--- config.mk ---
export PLATFORM = sky130hd
export DESIGN_NAME = pipe_stage_skid
export DESIGN_NICKNAME = d
export VERILOG_FILES = /design/src/rtl/pipe_stage_skid.sv
export SDC_FILE = /design/constraint.sdc
export NUM_CORES = 1
export LEC_CHECK = 0
export ABC_AREA = 1
export CELL_PAD_IN_SITES_DETAIL_PLACEMENT = 0
export CELL_PAD_IN_SITES_GLOBAL_PLACEMENT = 1
export CORE_MARGIN = 1
export CORE_UTILIZATION = 34
export DETAILED_ROUTE_END_ITERATION = 10
export PLACE_DENSITY = 0.81
export SLEW_MARGIN = 5
export SYNTH_ARGS = -nofsm -noshare
export SYNTH_HDL_FRONTEND = slang
export SYNTH_SLANG_ARGS = --single-unit
--- constraint.sdc ---
create_clock -name CLK -period 1.6 [get_ports CLK]
set_input_delay 0.48 -clock CLK [delete_from_list [all_inputs] [get_ports CLK]]
set_output_delay 0.48 -clock CLK [all_outputs]
set_load 0.02 [all_outputs]
--- src/rtl/pipe_stage_skid.sv ---
// Handshaked pipeline stage register with a 2-entry skid buffer, synchronous
// flush and a saturating back-pressure counter.
module pipe_stage_skid #(
   parameter int unsigned DATA_W = 32,
   parameter int unsigned CTRL_W = 19,
   parameter int unsigned CNT_W  = 16
) (
   input  logic              CLK,
   input  logic              nRST,
   input  logic              in_valid,
   output logic              in_ready,
   input  logic [DATA_W-1:0] in_data,
   input  logic [CTRL_W-1:0] in_ctrl,
   input  logic              flush,
   output logic              out_valid,
   input  logic              out_ready,
   output logic [DATA_W-1:0] out_data,
   output logic [CTRL_W-1:0] out_ctrl,
   output logic [1:0]        occupancy,
   output logic [CNT_W-1:0]  stall_cnt
);

   localparam int unsigned ENT_W = DATA_W + CTRL_W;

   typedef enum logic [1:0] {
      S_EMPTY = 2'd0,
      S_ONE   = 2'd1,
      S_FULL  = 2'd2
   } state_t;

   state_t             r_state;
   state_t             w_state_nxt;
   logic [ENT_W-1:0]   r_head;
   logic [ENT_W-1:0]   r_skid;
   logic [ENT_W-1:0]   w_head_nxt;
   logic [ENT_W-1:0]   w_skid_nxt;
   logic [ENT_W-1:0]   w_in_ent;
   logic [CNT_W-1:0]   r_stall_cnt;
   logic               w_in_ready;
   logic               w_out_valid;
   logic               w_in_fire;
   logic               w_out_fire;

   // Both handshake qualifiers depend only on registered state, never on out_ready.
   assign w_in_ready  = (r_state != S_FULL);
   assign w_out_valid = (r_state != S_EMPTY);
   assign w_in_ent    = {in_data, in_ctrl};
   assign w_in_fire   = in_valid  & w_in_ready  & ~flush;
   assign w_out_fire  = w_out_valid & out_ready & ~flush;

   always_comb begin
      w_state_nxt = r_state;
      w_head_nxt  = r_head;
      w_skid_nxt  = r_skid;
      if (flush) begin
         w_state_nxt = S_EMPTY;
         w_head_nxt  = '0;
         w_skid_nxt  = '0;
      end else begin
         unique case (r_state)
            S_EMPTY: begin
               if (w_in_fire) begin
                  w_state_nxt = S_ONE;
                  w_head_nxt  = w_in_ent;
               end
            end
            S_ONE: begin
               if (w_in_fire && w_out_fire) begin
                  w_head_nxt = w_in_ent;
               end else if (w_in_fire) begin
                  w_state_nxt = S_FULL;
                  w_skid_nxt  = w_in_ent;
               end else if (w_out_fire) begin
                  w_state_nxt = S_EMPTY;
               end
            end
            S_FULL: begin
               if (w_out_fire) begin
                  w_state_nxt = S_ONE;
                  w_head_nxt  = r_skid;
               end
            end
            default: w_state_nxt = S_EMPTY;
         endcase
      end
   end

   always_ff @(posedge CLK or negedge nRST) begin
      if (!nRST) begin
         r_state <= S_EMPTY;
         r_head  <= '0;
         r_skid  <= '0;
      end else begin
         r_state <= w_state_nxt;
         r_head  <= w_head_nxt;
         r_skid  <= w_skid_nxt;
      end
   end

   always_ff @(posedge CLK or negedge nRST) begin
      if (!nRST) begin
         r_stall_cnt <= '0;
      end else if (w_out_valid && !out_ready && !flush && (r_stall_cnt != '1)) begin
         r_stall_cnt <= r_stall_cnt + CNT_W'(1);
      end
   end

   always_comb begin
      occupancy = 2'd0;
      unique case (r_state)
         S_EMPTY: occupancy = 2'd0;
         S_ONE:   occupancy = 2'd1;
         S_FULL:  occupancy = 2'd2;
         default: occupancy = 2'd0;
      endcase
   end

   assign in_ready  = w_in_ready;
   assign out_valid = w_out_valid;
   assign out_data  = w_out_valid ? r_head[ENT_W-1:CTRL_W] : '0;
   assign out_ctrl  = w_out_valid ? r_head[CTRL_W-1:0]     : '0;
   assign stall_cnt = r_stall_cnt;

endmodule

==> results of run 1 <==
-- power groups by stage --
stage | Clock (W) | Combinational [W] | Sequential, W
2_1_floorplan | 0 | 0.00237 | 0.00413
3_3_place_gp | 0 | 0.00429 | 0.00411
3_5_place_dp | 0 | 0.00432 | 0.00413
4_1_cts | 0.00421 | 0.00447 | 0.00407
5_1_grt | 0.00437 | 0.00715 | 0.00433
6_report | 0.00416 | 0.00666 | 0.00425
-- path summary, 6_finish.rpt --
kind                            startpoint     endpoint  slack, ps  depth (start not counted)
worst max-delay path            r_state[1]  out_data[9]       -520                          6
worst min-delay path            r_head[12]   r_head[12]        480                          2
worst max register to register  r_state[1]   r_skid[47]       -450                         13
worst min register to register  r_head[12]   r_head[12]        480                          2
max in group asynchronous             nRST    r_skid[8]        620                          3
min in group asynchronous             nRST   r_head[40]        490                          2
-- cells by family after synthesis --
logic type,count (synthesis)
AOI/OAI and AO/OA,119
adders and majority gates,5
DFF,120
xor gates and xnor gates,8
buffers and inverters,134
and+or+nand+nor,461
-- worst min-delay path, delay by kind of cell, from the launching register on --
| kind | cells | cell delay [ps] |
|---|---|---|
| flip-flops | 1 | 350 |
| AND/OR/NAND/NOR | 2 | 90 |
-- stage by stage --
step / setup TNS, ps / cells / hold slack (ps)
CTS: -47500 / 1259 / 473
detailed placement: -64350 / 1214 / 406
finish: -70690 / 1304 / 479
global placement: -61800 / 1214 / 405
floorplan: -6150 / 847 / 184
global route: -83970 / 1304 / 496
-- sequential cells by signal (all words and copies together), names as in the netlist --
| register | count |
|---|---|
| r_head | 51 |
| r_skid | 51 |
| r_state | 2 |
| stall_cnt | 16 |
-- timing repair --
action,4_1_cts,5_1_grt
endpoints found under the hold margin,15,0
buffers inserted,11,28
hold buffers,1,0
endpoints found under the setup margin,191,183
resized for setup,298,426
pin swaps,3,41
gates cloned,1,21
-- layer usage --
layer / track usage, % / up-vias / part of all wire [%]
met5: 0 / - / 0
met4: 6.78 / 0 / 1.0
met3: 5.67 / 21 / 5.5
met2: 31.9 / 169 / 49
met1: 25.8 / 3062 / 44
li1: - / 3138 / -
-- layout make-up --
| cell class | count | share of cell area (%) |
|---|---|---|
| multi-input combinational | 594 | 34.4 |
| sequential | 120 | 27.8 |
| timing repair buffer | 250 | 26.3 |
| clock buffer | 18 | 4.06 |
| inverter | 79 | 2.94 |
| tap | 229 | 2.65 |
| clock inverter | 14 | 1.84 |
-- placed cells by master, fill, tap and decap left out, types with 2 or more instances in the layout --
cell / Yosys / final
a21oi_1: 52 / 52
buf_12: 0 / 26
buf_2: 25 / 12
buf_4: 3 / 75
buf_6: 5 / 60
buf_8: 0 / 3
bufinv_16: 0 / 4
clkbuf_16: 0 / 32
clkbuf_2: 0 / 2
clkdlybuf4s50_1: 0 / 54
clkinv_2: 0 / 3
clkinv_4: 0 / 4
clkinvlp_4: 0 / 3
dfrtp_1: 120 / 118
dfrtp_2: 0 / 2
ha_1: 5 / 2
ha_4: 0 / 3
inv_1: 72 / 70
inv_2: 7 / 5
nand2_1: 217 / 133
nand2_2: 1 / 57
nand2_4: 1 / 27
nand2_8: 0 / 2
nand3_1: 113 / 59
nand3_2: 3 / 48
nand3_4: 0 / 9
nand4_1: 3 / 3
nor2_1: 116 / 90
nor2_2: 3 / 9
nor2_4: 2 / 22
o21ai_0: 58 / 7
o21ai_1: 7 / 31
o21ai_2: 2 / 27
o21ai_4: 0 / 3
xnor2_1: 5 / 5
xor2_1: 3 / 3
==> out/qor.yml, run 1 <==
placement:
  dp_slack_ps: -478
  portBuffers: 126
  place_area_mm2: 0.00828
  hpwl_mm: 11.4
  place_congestion: 0.819
grt:
  grt_overflow: 0
  grt_pass1_wl_mm: 28.9
  antenna_found_initial: 0
  grt_max_degree: 38
  grtUsageTotal_pct: 20.0
  grt_pass1_vias: 5663
synthesis:
  yosys.area_share.adder_pct: 1.00
  netlist_top_cells_count: "nand2_1, dfrtp_1, nor2_1"
  synth_area_leaders: "dfrtp_1, nand2_1, nand3_1"
  synth.area.mux_share_pct: 0
  synth_area_per_cell_um2: 7.39
  synth_cell_types: 26
  synth-simple-area-share_pct: 30.9
  yosysMostFrequentCell: "nand2_1"
  seq_area_frac_synth_pct: 48.0
  synthCells: 847
  yosys.area_share.xor_xnor_pct: 1.12
  synth_top_family_by_area: "simple AND/OR/NAND/NOR gates"
  synth-edff-count: 0
  synth_top_area_cell: "dfrtp_1"
  netlist_area_mm2: 0.00626
  synth-compound-area-share_pct: 9.64
  synth_top_area_share_pct: 48.0
  synthArstFlopShare_pct: 100
  synth_seq_cells: 120
  yosys_warnings: 0
  syn-num-nets: 908
  ys.flop_type: "dfrtp_1"
cts:
  cts_made_buffers: 17
  cts_tree: "built"
  path_clk_slew_ps: 60
  htreeDepth: 4
  clock_sinks: 120
  root_buffer: "clkbuf_16"
  clockBufferDepth: 2
  clk_latency_ps: 430
final_layout:
  final_cell_area_mm2: 0.0108
  fin_util_pct: 60.0
  multi_input_area_mm2: 0.00372
  syn_to_final_growth_pct: 72.8
  diodes: 0
  n_fill_cell: 1533
  layout-drive-gt1-share_pct: 41.5
  seq_area_mm2: 0.00301
  nNetsFinal: 1123
power_and_ir_drop:
  p_total_w: 0.0151
  internal_power_w: 0.00951
  leakagePower_nw: 5.25
  clkPwrFrac_pct: 27.6
  ir_drop_v: 0.00120
  power.density_mw_per_mm2: 1390
  power_switching_w: 0.00556
  pwr-share-comb_pct: 44.2
  swShare_pct: 36.9
  seq_power_share_pct: 28.2
critical_path:
  critPathMaxStageDelay_ps: 380
  cp_data_arrival_time_ps: 1640
  critPathMaxFanout: 7
  critPathCaptureType: "output port"
  worst_path_max_delay_cell: "dfrtp_1"
  startpoint_type: "register"
  critical_path_required_ps: 1120
  crit_path_cell_trace: "inv_2 > ha_4 > buf_4 > clkbuf_16 > nor2_4 > buf_6"
  critical_path_buf_inv_count: 4
  critPathKind: "reg2out"
  cp_top_family: "buffers and inverters"
sta:
  max_freq_mhz: 472
  drv_slew: 0
  final-setup-viol-count: 175
  tightest_slew_ps: 377
  max-slew-margin-rel_pct: 74.9
  fin_skew_ps: 10.7
  worst_slack_ps: -517
  hold_violations: 0
  rsz0062_at_grt: "yes"
  final.period_utilization_pct: 132
  fin_crit_ps: 2120
detailed_routing:
  drc: 0
  vias_per_cell: 4.90
  vias: 6390
  first_pass_iters: 5
  ant_nets: 0
  wl_per_cell_um: 15.9
  drtIter0Drc: 311
  finalWirelength_mm: 20.7
floorplan:
  die_x_um: 138
  core_mm2: 0.0180
  die_h_um: 138
  initial_core_util_pct: 34.7
  die_area_mm2: 0.0189
  io_pins: 127
  rows: 49
flow_run:
  maxCapViolCount: 0
hold_path:
  min_path_type: "reg2reg"
status:
  run_status: "finished, violations left"
  violations: "setup timing"
(Power assumes the default switching activity.)
==> run 2: changes to the inputs <==
Settings changed: GPL_TIMING_DRIVEN set to 0.
==> out/qor.yml, run 2 (synthesis results as in run 1) <==
placement:
  portBuffers: 126  # unchanged
  dp_slack_ps: -864  # -385 ps
  hpwl_mm: 12.2  # +7.2%
  place_congestion: 0.803  # -2.0%
critical_path:
  critPathKind: "reg2out"
  crit_path_start: "r_state[0]"
  r2r-start: "r_state[0]"
  critPathMaxFanout: 6  # -1
  critical_path_required_ps: 1120  # about the same
  critPathMaxStageDelay_ps: 410  # +30 ps
  startpoint_type: "register"
  r2r_end: "r_head[50]"
  ff2ff_path_depth: 14  # +1
  critPathCaptureType: "output port"
  r2r_setup_slack_ps: -470  # -20 ps
  crit_path_cell_trace: "inv_2 > ha_4 > buf_12 > clkbuf_16 > nor2_1 > buf_4"
  cp_top_family: "buffers and inverters"
  critical_path_buf_inv_count: 4  # unchanged
  worst_path_max_delay_cell: "dfrtp_1"
  cp_data_arrival_time_ps: 1660  # +20 ps
sta:
  hold_violations: 0  # unchanged
  fin_crit_ps: 2140  # +27.4 ps
  setup-tns-final_ps: -68090  # +2590 ps
  tightest_slew_ps: 560  # +183 ps
  final-setup-viol-count: 175  # unchanged
  max-slew-margin-rel_pct: 62.7  # -12 points
  worst_slack_ps: -545  # -27.4 ps
  whs_ps: 478  # -0.761 ps
  max_freq_mhz: 466  # -1.3%
  final.period_utilization_pct: 134  # +1.7 points
  drv_slew: 0  # unchanged
  fin_skew_ps: 7.58  # -3.11 ps
  rsz0062_at_grt: "yes"
detailed_routing:
  drtIter0Drc: 395  # +27%
  finalWirelength_mm: 21.6  # +4.4%
  ant_nets: 0  # unchanged
  vias_per_cell: 4.99  # +1.9%
  vias: 6524  # +2.1%
  wl_per_cell_um: 16.5  # +4.2%
  first_pass_iters: 5  # unchanged
  drc: 0  # unchanged
power_and_ir_drop:
  leakagePower_nw: 5.22  # -0.56%
  pwr-share-comb_pct: 44.8  # +0.6 points
  power.density_mw_per_mm2: 1420  # +2.1%
  swShare_pct: 35.7  # -1.2 points
  ir_drop_v: 0.000884  # -26%
  p_total_w: 0.0155  # +3.0%
  seq_power_share_pct: 27.6  # -0.6 points
  clkPwrFrac_pct: 27.6  # about the same
  power_switching_w: 0.00554  # -0.48%
  internal_power_w: 0.00999  # +5.0%
final_layout:
  diodes: 0  # unchanged
  nNetsFinal: 1126  # +0.27%
  layout-drive-gt1-share_pct: 43.2  # +1.7 points
  fin_util_pct: 60.5  # +0.53 points
  syn_to_final_growth_pct: 74.3
  final_common_cell: "nand2_1"
  layout_common_cells: "nand2_1, dfrtp_1, nor2_1, inv_1, buf_4"
grt:
  grt_pass1_vias: 6224  # +9.9%
  grtUsageTotal_pct: 22.5  # +2.5 points
  grt_overflow: 0  # unchanged
  grt_pass1_wl_mm: 32.0  # +11%
  antenna_found_initial: 1  # +1
  grt_max_degree: 86  # +130%
hold_path:
  worstHoldStart: "r_head[4]"
  hold_depth: 2  # unchanged
  holdPathEnd: "r_head[4]"
  min_path_type: "reg2reg"
floorplan:
  die_area_mm2: 0.0189  # unchanged
  io_pins: 127  # unchanged
  initial_core_util_pct: 34.7  # unchanged
  rows: 49  # unchanged
  die_x_um: 138  # unchanged
  die_h_um: 138  # unchanged
  core_mm2: 0.0180  # unchanged
cts:
  htreeDepth: 4  # unchanged
  clock_sinks: 120  # unchanged
  cts_made_buffers: 17  # unchanged
  root_buffer: "clkbuf_16"
  cts_tree: "built"
  clk_latency_ps: 420  # about the same
  clockBufferDepth: 2  # unchanged
  path_clk_slew_ps: 60  # about the same
status:
  run_status: "finished, violations left"
  violations: "setup timing"
flow_run:
  maxCapViolCount: 0  # unchanged
[run 2: cell types whose count changed in the layout (fill, tap and decap cells not counted), moves of 5 or more]
cell and change:
buf_8 +20, buf_6 -18, nand3_1 -17, buf_12 -15
nand3_2 +13, buf_16 +11, clkbuf_16 -10, buf_2 +8
clkbuf_1 +8, buf_4 -7, nor2_4 -6, clkbuf_8 +5
[run 2: worst min-delay path: stages (launching register included)]
cell,delay [ps]
dfrtp_1,350
nand2_2,50
nand2_1,40
[run 2: metrics by stage]
stage,cells,instance area [µm²]
finish,1307,10900
global route,1307,10900
CTS,1299,10400
detailed placement,1203,7860
global placement,1202,7830
floorplan,847,6280
[run 2: worst max-delay path by stage]
| stage | to | slack (ps) | depth (start not counted) |
|---|---|---|---|
| finish | out_ctrl[14] | -540 | 6 |
| global route | out_ctrl[14] | -600 | 6 |
| CTS | out_ctrl[6] | -500 | 6 |
| detailed placement | out_data[7] | -860 | 6 |
| global placement | r_head[23] | -4800 | 1 |
| floorplan | out_ctrl[0] | -120 | 5 |
[run 2: final cells by class]
cell class / count / area [µm²]
multi-input cells: 593 / 3820
fillers: 1522 / 7120
plain buffers: 51 / 569
well taps: 229 / 287
repair buffers: 203 / 2230
clock buffers: 24 / 492
clock inverters: 8 / 165
inverters: 79 / 329
flip-flops and latches: 120 / 3010
[run 2: what timing repair did]
action                     4_1_cts  5_1_grt
setup endpoints to repair      188      178
setup buffers                   44       16
hold endpoints to repair        35        0
pin swaps                       53       51
hold buffers                     1        0
cloned                          21        1
resized for setup              705      144
[run 2: power groups by stage]
stage	clock [W]	sequential [W]	combinational, W
6_report	0.00429	0.00428	0.00695
2_1_floorplan	0	0.00413	0.00237
3_5_place_dp	0	0.00414	0.00395
3_3_place_gp	0	0.00414	0.00391
4_1_cts	0.00432	0.00417	0.00654
5_1_grt	0.00446	0.00436	0.00742
[run 2: per-layer routing]
metal / share of wire [%] / track usage (%) / vias up
li1: - / - / 3149
met1: 42 / 27.1 / 3142
met2: 51 / 39.2 / 190
met3: 4.9 / 4.93 / 41
met4: 2.2 / 7.88 / 2
met5: 0.051 / 0 / -
==> run 3: changes to the inputs <==
Settings changed: CORE_UTILIZATION 34 to 37, PLACE_DENSITY 0.81 to 0.84.
Clock period 1.6 ns to 2.3 ns, I/O delays scaled along.
==> out/qor.yml, run 3 (synthesis results as in run 1) <==
critical_path:
  cp_top_family: "buffers and inverters"
  r2r_setup_slack_ps: 200  # +670 ps
  critPathMaxStageDelay_ps: 370  # -40 ps
  worst_path_max_delay_cell: "dfrtp_1"
  crit_path_cell_trace: "inv_2 > ha_4 > buf_12 > clkbuf_16 > nor2_4 > buf_6"
  critPathKind: "reg2out"
  critPathCaptureType: "output port"
  critical_path_buf_inv_count: 4  # unchanged
  critPathMaxFanout: 7  # +1
  cp_data_arrival_time_ps: 1590  # -70 ps
  startpoint_type: "register"
  critical_path_required_ps: 1610  # +490 ps
floorplan:
  die_h_um: 132  # -4.1%
  core_mm2: 0.0165  # -8.3%
  io_pins: 127  # unchanged
  rows: 47  # -4.1%
  initial_core_util_pct: 37.9  # +3.2 points
  die_area_mm2: 0.0174  # -8.0%
  die_x_um: 132  # -4.1%
placement:
  place_congestion: 0.811  # +1.1%
  portBuffers: 126  # unchanged
  hpwl_mm: 12.1  # -0.82%
  place_area_mm2: 0.00782  # -0.51%
  dp_slack_ps: -369  # +495 ps
grt:
  grt_pass1_vias: 5823  # -6.4%
  grt_overflow: 0  # unchanged
  grt_pass1_wl_mm: 29.6  # -7.4%
  antenna_found_initial: 0  # -1
  use_met1_pct: 29.0  # +1.9 points
  grt_max_degree: 86  # unchanged
  grtUsageTotal_pct: 21.6  # -0.94 points
  grt_util_met2_pct: 33.5  # -5.7 points
  grtUsageMet3_pct: 5.57  # +0.64 points
  grt.busiest_layer: "met2"
cts:
  path_clk_slew_ps: 60  # about the same
  root_buffer: "clkbuf_16"
  htreeDepth: 4  # unchanged
  clk_latency_ps: 420  # about the same
  cts_made_buffers: 17  # unchanged
  clockBufferDepth: 2  # unchanged
  cts_tree: "built"
  cts_hold_buf: 0  # -1
  clock_sinks: 120  # unchanged
sta:
  max_freq_mhz: 439
  fin_skew_ps: 6.15  # -1.43 ps
  final-setup-viol-count: 0  # -100%
  whs_ps: 168  # -311 ps
  tightest_slew_ps: 537  # -22.5 ps
  rsz0062_at_grt: "yes"
  max-slew-margin-rel_pct: 64.2  # +1.5 points
  hold_violations: 0  # unchanged
  fin_crit_ps: 2280
  worst_slack_ps: 19.9  # +565 ps
  drv_slew: 0  # unchanged
  final.period_utilization_pct: 99.1
detailed_routing:
  drtIter0Drc: 361  # -8.6%
  first_pass_iters: 5  # unchanged
  finalWirelength_mm: 17.9  # -17%
  vias: 5959  # -8.7%
  ant_nets: 0  # unchanged
  vias_per_cell: 4.82  # -3.4%
  drc: 0  # unchanged
  wl_per_cell_um: 14.5  # -13%
power_and_ir_drop:
  ir_drop_v: 0.000629  # -29%
  power.density_mw_per_mm2: 1000  # -30%
  leakagePower_nw: 4.23  # -19%
final_layout:
  final_common_cell: "nand2_1"
  final_cell_area_mm2: 0.00879  # -19%
  nNetsFinal: 1064  # -5.5%
  layout-drive-gt1-share_pct: 19.9  # -23 points
  diodes: 0  # unchanged
  fin_util_pct: 53.2  # -7.3 points
  syn_to_final_growth_pct: 40.6
  layout_common_cells: "nand2_1, dfrtp_1, nand3_1, nor2_1"
hold_path:
  min_path_type: "in2async"
flow_run:
  maxCapViolCount: 0  # unchanged
status:
  run_status: "finished clean"
-- run 3: changes by cell type in the layout (fill, tap and decap cells not counted), sizes merged --
| cell | delta |
|---|---|
| buf | -69 |
| clkdlybuf4s50 | +17 |
| clkbuf | -9 |
| clkdlybuf4s15 | -5 |
| clkinv | +3 |
| clkinvlp | +3 |
| bufinv | -1 |
| dlygate4sd3 | -1 |
| dlymetal6s2s | -1 |
| inv | +1 |
-- run 3: final timing paths --
| check | from | to | cells past startpoint |
|---|---|---|---|
| hold / removal | nRST | r_head[9] | 1 |
| hold reg to reg | r_head[5] | r_head[5] | 2 |
| max in group asynchronous | nRST | r_skid[35] | 2 |
| min in group CLK | r_head[5] | r_head[5] | 2 |
| setup / recovery | r_state[0] | out_data[8] | 6 |
| setup reg to reg | r_state[1] | r_head[30] | 12 |
-- run 3: cell type report --
type	instances	area, µm²
clock buffers	18	429
clock inverters	14	181
inverters	79	302
well taps	220	275
flip-flops and latches	120	3000
repair buffers	141	1360
fillers	1597	7730
plain buffers	51	338
multi-input cells	593	2900
-- run 3: per-layer routing --
metal  up-vias  part of all wire [%]
met2       145                    45
met4         0                   1.8
li1       3000                     -
met1      2792                    48
met3        22                   5.8
met5         -                     0
-- run 3: per-stage QoR --
stage                     std cells  TNS, ps  total power, W
after detailed placement       1194   -23780         0.00558
final                          1236        0         0.00881
after global placement         1193  -532400         0.00555
after floorplan                 847        0         0.00449
after global routing           1236     -336         0.00931
after CTS                      1233     -899         0.00857
-- run 3: where the power goes --
group / switching, W / internal, W
logic: 0.00190 / 0.00130
registers: 0.000283 / 0.00256
clock network: 0.000969 / 0.00180
-- run 3: timing repair --
item,4_1_cts,5_1_grt
setup buffers,5,7
hold endpoints to repair,0,0
gates resized for setup,286,108
gates cloned,3,0
endpoints found under the setup margin,55,53
pin swaps,1,6
-- run 3: worst reg2reg max path: stages (launching register included) --
cell,delay [ps]
dfrtp_1,390
buf_4,140
buf_4,140
ha_2,200
clkinv_4,80
nand2_1,110
nand2_1,110
o21ai_2,70
nor2_4,250
nand2_4,180
buf_4,220
nand2_1,70
nand2_1,50
